==> src/rtl/fifo_stream_reader.sv <==
`default_nettype none
// ============================================================================
// Module      : fifo_stream_reader
// Description : Issues credit-limited read requests to a fixed-latency FIFO
//               and re-presents the returned words as a show-ahead
//               ready/valid stream through a small skid buffer.
// Revision    : 1.0 - initial release
// ============================================================================
module fifo_stream_reader #(
  parameter int WIDTH          = 20,
  parameter int READ_LATENCY   = 2,
  parameter int BUF_DEPTH_LOG2 = 2
) (
  input  logic                      clk,
  input  logic                      rst,
  output logic                      fifoReadRequest,
  input  logic [WIDTH-1:0]          fifoDataIn,
  input  logic                      fifoDataValid,
  output logic [WIDTH-1:0]          dataOut,
  output logic                      dataOutValid,
  input  logic                      dataOutReady,
  output logic [BUF_DEPTH_LOG2:0]   bufUsed,
  output logic                      protocolError
);

  localparam int c_CAP  = 1 << BUF_DEPTH_LOG2;
  localparam int c_IFW  = $clog2(READ_LATENCY + 1) + 1;
  localparam int c_BUW  = BUF_DEPTH_LOG2 + 1;
  localparam int c_SUMW = ((c_IFW > c_BUW) ? c_IFW : c_BUW) + 1;

  logic               r_rstHeld;
  logic [c_IFW-1:0]   r_inFlight;
  logic [c_IFW-1:0]   r_ignoreCnt;
  logic               w_expectValid;
  logic               w_ignore;
  logic               w_pop;
  logic               w_full;
  logic               w_write;
  logic               w_overflow;
  logic               w_unexpected;
  logic [c_SUMW-1:0]  w_committed;

  // Credit covers every slot that may still land in the buffer, so a request
  // is only raised when the buffer is guaranteed room for its reply.
  always_comb begin
    w_pop           = dataOutValid && dataOutReady;
    w_committed     = c_SUMW'(r_inFlight) + c_SUMW'(bufUsed);
    fifoReadRequest = !r_rstHeld && (w_committed < (c_SUMW'(c_CAP) + c_SUMW'(w_pop)));
  end

  always_comb begin
    dataOutValid = (bufUsed != '0);
    w_ignore     = (r_ignoreCnt != '0);
    w_full       = (bufUsed == c_BUW'(c_CAP));
    w_unexpected = fifoDataValid && !w_ignore && !w_expectValid;
    w_overflow   = fifoDataValid && !w_ignore && w_expectValid && w_full && !w_pop;
    w_write      = fifoDataValid && !w_ignore && w_expectValid && !(w_full && !w_pop);
  end

  // Replies to requests made before a reset can still arrive for up to
  // READ_LATENCY cycles after release; that window is silently dropped.
  always_ff @(posedge clk or posedge rst) begin
    if (rst) begin
      r_rstHeld     <= 1'b1;
      r_ignoreCnt   <= c_IFW'(READ_LATENCY);
      r_inFlight    <= '0;
      bufUsed       <= '0;
      protocolError <= 1'b0;
    end else begin
      r_rstHeld <= 1'b0;
      if (w_ignore) begin
        r_ignoreCnt <= r_ignoreCnt - 1'b1;
      end
      case ({fifoReadRequest, w_expectValid})
        2'b10:   r_inFlight <= r_inFlight + 1'b1;
        2'b01:   r_inFlight <= r_inFlight - 1'b1;
        default: r_inFlight <= r_inFlight;
      endcase
      if (w_write && !w_pop) begin
        bufUsed <= bufUsed + 1'b1;
      end else if (!w_write && w_pop) begin
        bufUsed <= bufUsed - 1'b1;
      end
      if (w_unexpected || w_overflow) begin
        protocolError <= 1'b1;
      end
    end
  end

  generate
    if (READ_LATENCY == 0) begin : g_noPipe
      assign w_expectValid = fifoReadRequest;
    end else begin : g_pipe
      logic [READ_LATENCY-1:0] r_reqPipe;

      always_ff @(posedge clk or posedge rst) begin
        if (rst) begin
          r_reqPipe <= '0;
        end else begin
          r_reqPipe[0] <= fifoReadRequest;
          for (int i = 1; i < READ_LATENCY; i++) begin
            r_reqPipe[i] <= r_reqPipe[i-1];
          end
        end
      end

      assign w_expectValid = r_reqPipe[READ_LATENCY-1];
    end
  endgenerate

  generate
    if (BUF_DEPTH_LOG2 == 0) begin : g_single
      logic [WIDTH-1:0] r_entry;

      always_ff @(posedge clk) begin
        if (w_write) begin
          r_entry <= fifoDataIn;
        end
      end

      assign dataOut = r_entry;
    end else begin : g_ring
      logic [WIDTH-1:0]          r_mem [c_CAP];
      logic [BUF_DEPTH_LOG2-1:0] r_wrPtr;
      logic [BUF_DEPTH_LOG2-1:0] r_rdPtr;

      // Pointers wrap naturally because the ring size is a power of two.
      always_ff @(posedge clk or posedge rst) begin
        if (rst) begin
          r_wrPtr <= '0;
          r_rdPtr <= '0;
        end else begin
          if (w_write) begin
            r_wrPtr <= r_wrPtr + 1'b1;
          end
          if (w_pop) begin
            r_rdPtr <= r_rdPtr + 1'b1;
          end
        end
      end

      always_ff @(posedge clk) begin
        if (w_write) begin
          r_mem[r_wrPtr] <= fifoDataIn;
        end
      end

      assign dataOut = r_mem[r_rdPtr];
    end
  endgenerate

endmodule
`default_nettype wire

==> config.mk <==
export PLATFORM = sky130hd
export DESIGN_NAME = fifo_stream_reader
export DESIGN_NICKNAME = d
export VERILOG_FILES = /design/src/rtl/fifo_stream_reader.sv
export SDC_FILE = /design/constraint.sdc
export NUM_CORES = 1
export LEC_CHECK = 0
export CAP_MARGIN = 10
export CORE_UTILIZATION = 50
export DETAILED_ROUTE_END_ITERATION = 12
export PLACE_DENSITY = 0.73
export SKIP_LAST_GASP = 1
export SYNTH_ARGS = -nofsm -noshare
export SYNTH_HDL_FRONTEND = slang
export SYNTH_SLANG_ARGS = --single-unit
==> constraint.sdc <==
create_clock -name clk -period 7.7 [get_ports clk]
set_clock_uncertainty 0.1 [all_clocks]
set_input_delay 1.155 -clock clk [delete_from_list [all_inputs] [get_ports clk]]
set_output_delay 1.155 -clock clk [all_outputs]
set_load 0.005 [all_outputs]
**After elaboration in Yosys (flattened, before gate mapping)**

Memories as Yosys holds them, arrays and structs flattened.
Index checks and enable logic that the tools add are counted.

- Add/sub/neg operators: 9
- Order comparisons: 1
- Equality and inequality tests: 3
- Multiplexer cells: 5
- Reduce and logical (&&, ||, !) cells: 22

Operators by type and width:

| operator | count |
|---|---|
| $logic_and 1x1->1 | 11 |
| $sub 3x1->3 const B | 3 |
| $add 3x1->3 const B | 2 |
| $logic_not 1->1 | 6 |
| $mux 3 | 2 |
| $pmux 3 s2 | 1 |
| $reduce_bool 3->1 | 2 |
| $add 2x1->2 const B | 2 |
| $add 3x1->4 const A | 1 |
| $add 3x3->4 | 1 |
| $lt 4x4->1 | 1 |
| $reduce_bool 2->1 | 2 |
| $eq 3x3->1 const B | 1 |
| $eq 2x1->1 const B | 1 |
| $eq 2x2->1 const B | 1 |
| $mux 1 | 2 |
| $logic_or 1x1->1 | 1 |

- Register bits after elaboration: 17
- Memory bits (writable): 80
- Output and inout bits: 26
- Word-level logic and storage cells: 49
- Memories: 1

Memories:

| name | words | width | rd ports | clocked after Yosys merged registers in | wr ports | line | source |
|---|---|---|---|---|---|---|---|
| g_ring.r_mem | 4 | 20 | 1 | 0 | 1 | 123 | `logic [WIDTH-1:0] r_mem [c_CAP];` |

**Longest topological paths before layout**

- Depth in word-level cells: 10
- Gate-level depth with buffers: 11
- Depth with buffers taken out: 11

**Worst setup path after synthesis**

No wires, ideal clock.

- Kind: input to output
- Start: input dataOutReady
- End: output fifoReadRequest
- Data arrival time: 2053 ps
- Data required time: 6445 ps
- Slack: 4392 ps
- Cell stages on the path: 3
- Buffers on the path: 0
- Cells stage by stage: o31ai_1 o31a_1 a2111oi_0

- Longest elaborated chain between the ends: 4

RTL lines:

| what | line | source |
|---|---|---|
| start, declared | 21 | `input logic dataOutReady,` |
| $logic_and 1x1->1 | 46 | `w_pop = dataOutValid && dataOutReady;` |
| $add 3x1->4 | 48 | `fifoReadRequest = !r_rstHeld && (w_committed < (c_SUMW'(c_CAP) + c_SUMW'(w_pop)));` |
| $lt 4x4->1 | 48 |  |
| $logic_and 1x1->1 | 48 |  |
| end, declared | 16 | `output logic fifoReadRequest,` |

No other way between the ends.

**Worst setup path in the final report**

Same ends and word-level chain as after synthesis.

==> results.md <==
* Run status: finished clean
* Number of hold violations in the final report at 0
* Number of buffers between clock root and the deepest sink at 2
* Cell with the most instances after synthesis: sky130_fd_sc_hd__edfxtp_1
* Ratio of total power to cell area at ~330 mW/mm²
* Main flop type after synthesis: sky130_fd_sc_hd__edfxtp_1
* Switching power at roughly 430 µW
* Flop and latch count out of synthesis at 97
* Synth area leader: sky130_fd_sc_hd__edfxtp_1
* Diode insertion count for antenna repair at 0
* Layout Area Growth over Synthesis at 20.3%
* Core region area at ~0.0073 mm²
* Category of the critical setup timing path: in -> out
* Final routed wire length divided by cell count at roughly 17 µm
* Core Util, Final at 62.9%
* Critical path data required time at approximately 6.4 ns
* Worst setup timing slack at the placement stage at about 3.2 ns
* DPL Wire Length at between 3000 and 4000 µm
* I/O Buffers at between 40 and 50
* Sum of negative setup slack at 0 ns
* Switching part of the total at ~29%
* Fin. max-slew vios at 0
* Number of gates given a new drive strength after cts at 0
* Width of the chip at 89.6 µm
* Worst supply voltage drop on vdd at ~0.25 mV
* Total leakage power at roughly 0.0016 µW
* Maximum number of pins on one net before global-route repair at 22
* Total number of vias at roughly 1800
* Overflow left after global routing at 0
* Fin worst setup slack at 3.27 ns
* Largest cells by area after synthesis: sky130_fd_sc_hd__edfxtp_1 (63%), sky130_fd_sc_hd__mux4_2 (12%), sky130_fd_sc_hd__dfrtp_1 (9.8%), sky130_fd_sc_hd__ha_1 (3.6%), sky130_fd_sc_hd__fa_1 (1.6%)
* Maxcap violations at 0
* Net total in the final layout at 275
* Proportion of layout cells with a drive suffix above 1 at a little under a fifth
* Number of buffers created by CTS at 9
* Largest fanout on the critical path at 3
* Hold slack at 0.274 ns
* Unique cell type count in the Yosys netlist at 30
* Period Utilization, post-route at 57.6%
* Worst min path class: reg -> reg
* Synth cell count leaders: sky130_fd_sc_hd__edfxtp_1 (80), sky130_fd_sc_hd__mux4_2 (20), sky130_fd_sc_hd__dfrtp_1 (15)
* Per-instance average area after synthesis at between 20 and 25 µm²
* Hold Buf Count CTS at 0
* Final Critical Period at roughly 4.4 ns
* Placement row count at 31
* Die Area at 0.00802 mm²
* Number of synthesized flops with an enable pin at 80
* Post-CTS setup-driven buffer insertion count at 0
* Number of global-route vias before repair at ~1800
* FMAX at about 230 MHz
* Number of antenna violations at the first check in global routing at 0
* RSZ-0062 raised after global routing: no
* Fillcell total at 513
* Number of sinks handled by clock tree synthesis at between 90 and 100
* DRC Markers at 0
* Worst setup SP type: primary input
* Kind of end point of the critical path: output pin
* Yosys warnings at 0
* Initial DRC count at around 120
* Area used by sequential logic in the layout at 0.00283 mm²
* Area fraction of the dominant cell type after synthesis at roughly 63%
* Post-synth ARST share at between 15 and 20%
* Mapped Cells at approximately 180
* DIE HEIGHT at about 90 µm
* Register clock-pin slew on the reported worst setup and hold paths at 0.09 ns
* Setup violation total in the final timing report at 0
* Remaining antenna violation count after routing at 0
* GRT Overall Usage at 16.1%
* Normalized max-slew margin at between 20% and 30%
* Cell Int Power at 1070 µW
* Combinational share of power at approximately a third
* Arrival time at the worst endpoint at between 3 and 4 ns
* Insertion delay of the later-clocked pin in the worst-skew pair at 0.35 ns
* Sequential cell fraction of total power at approximately 46%
* PnR Total Power at 1500 µW
* Initial standard-cell utilization of the core at ~52%
* # IOs at 50
* Via-per-instance ratio at between 5 and 6
* Master cell of the clock root buffer: sky130_fd_sc_hd__clkbuf_8
* H-tree depth at 3
* Synth Cell Area at ~0.0038 mm²
* Part of the power in the clock network at just over 20%
* Measured slew at the worst slew-check pin at 1.06 ns
* GPL Wtd Cong at 0.694
* Share of synthesized area occupied by flip-flops and latches at 73.8%
* Multi-input gate area at 941 µm²
* Wire length reported by the detailed router at roughly 5700 µm
* Post-synthesis net count at 219
* Number of search-and-repair iterations in the first detailed-routing pass at 4
* CTS tree: built
* First-pass GRT wire length at about 9100 µm
==> routing by layer <==
layer  up-vias  wire [µm]  global-route usage [%]
met5         -          0                       0
met4         0         76                    8.51
met3         8        213                    3.51
met2        38       2890                    24.7
met1       896       2480                    21.8
li1        823          -                       -
==> worst max-delay path, stage by stage <==
cell,delay [ns]
sky130_fd_sc_hd__clkdlybuf4s50_1,0.51
sky130_fd_sc_hd__o31ai_1,0.13
sky130_fd_sc_hd__o31a_1,0.27
sky130_fd_sc_hd__a2111oi_0,0.50
sky130_fd_sc_hd__clkdlybuf4s50_1,0.60
==> worst paths after layout <==
path                       slack (ns)                start                  end  cells past startpoint
setup / recovery                 3.27         dataOutReady      fifoReadRequest                      5
setup reg to reg                 4.79           bufUsed[0]        r_inFlight[2]                     10
hold reg to reg                  0.27  g_pipe.r_reqPipe[0]  g_pipe.r_reqPipe[1]                      0
hold / removal                   0.27  g_pipe.r_reqPipe[0]  g_pipe.r_reqPipe[1]                      0
min in group asynchronous        1.08                  rst        protocolError                      2
max in group asynchronous        6.00                  rst           bufUsed[0]                      2
==> cell families after synthesis <==
kind of cell	after synthesis	share of synthesized area [%]
multiplexers	25	13.3
flip-flops	97	73.8
AO/OA/AOI/OAI	6	1.37
XOR/XNOR	11	2.51
adder cells (fa/ha/maj)	14	5.16
AND/OR/NAND/NOR	13	2.15
buffers and inverters	14	1.63
other	1	0.0978
==> cells in the final DEF, fill, tap and decap left out, types with 3 or more instances in the layout <==
master,Yosys,final
sky130_fd_sc_hd__clkbuf_8,0,9
sky130_fd_sc_hd__ha_1,11,11
sky130_fd_sc_hd__inv_1,9,9
sky130_fd_sc_hd__nor2_1,3,3
sky130_fd_sc_hd__and2_1,4,4
sky130_fd_sc_hd__edfxtp_1,80,80
sky130_fd_sc_hd__dfrtp_1,15,15
sky130_fd_sc_hd__xnor2_1,6,6
sky130_fd_sc_hd__fa_1,3,3
sky130_fd_sc_hd__xor2_1,5,5
sky130_fd_sc_hd__mux4_2,20,20
sky130_fd_sc_hd__clkdlybuf4s50_1,0,49
==> per-stage QoR <==
step	cells	cell area, µm²
final	341	4610
after global routing	341	4610
after CTS	341	4610
after detailed placement	325	4430
after global placement	325	4430
after floorplan	181	3830
==> sequential cells by signal, summed over array words and instances, names as in the netlist <==
signal / count
g_ring.r_mem: 80
bufUsed: 3
r_ignoreCnt: 3
r_inFlight: 3
g_pipe.r_reqPipe: 2
g_ring.r_rdPtr: 2
g_ring.r_wrPtr: 2
protocolError: 1
r_rstHeld: 1
==> power by group through the flow <==
stage | Combinational (µW) | Clock (µW) | Sequential, µW
6_report | 504 | 302 | 693
5_1_grt | 560 | 331 | 704
2_1_floorplan | 321 | 0 | 674
3_5_place_dp | 510 | 0 | 706
4_1_cts | 513 | 311 | 695
3_3_place_gp | 505 | 0 | 705
==> layout make-up <==
type                    count  share of cell area (%)
clock buffers               9                    2.69
well taps                  99                    2.69
multi-input cells          70                    20.4
clock inverters             7                    1.30
repair buffers             50                    10.8
flip-flops and latches     97                    61.4
inverters                   9                   0.733
No activity file was read; power rests on OpenSTA's default activity.
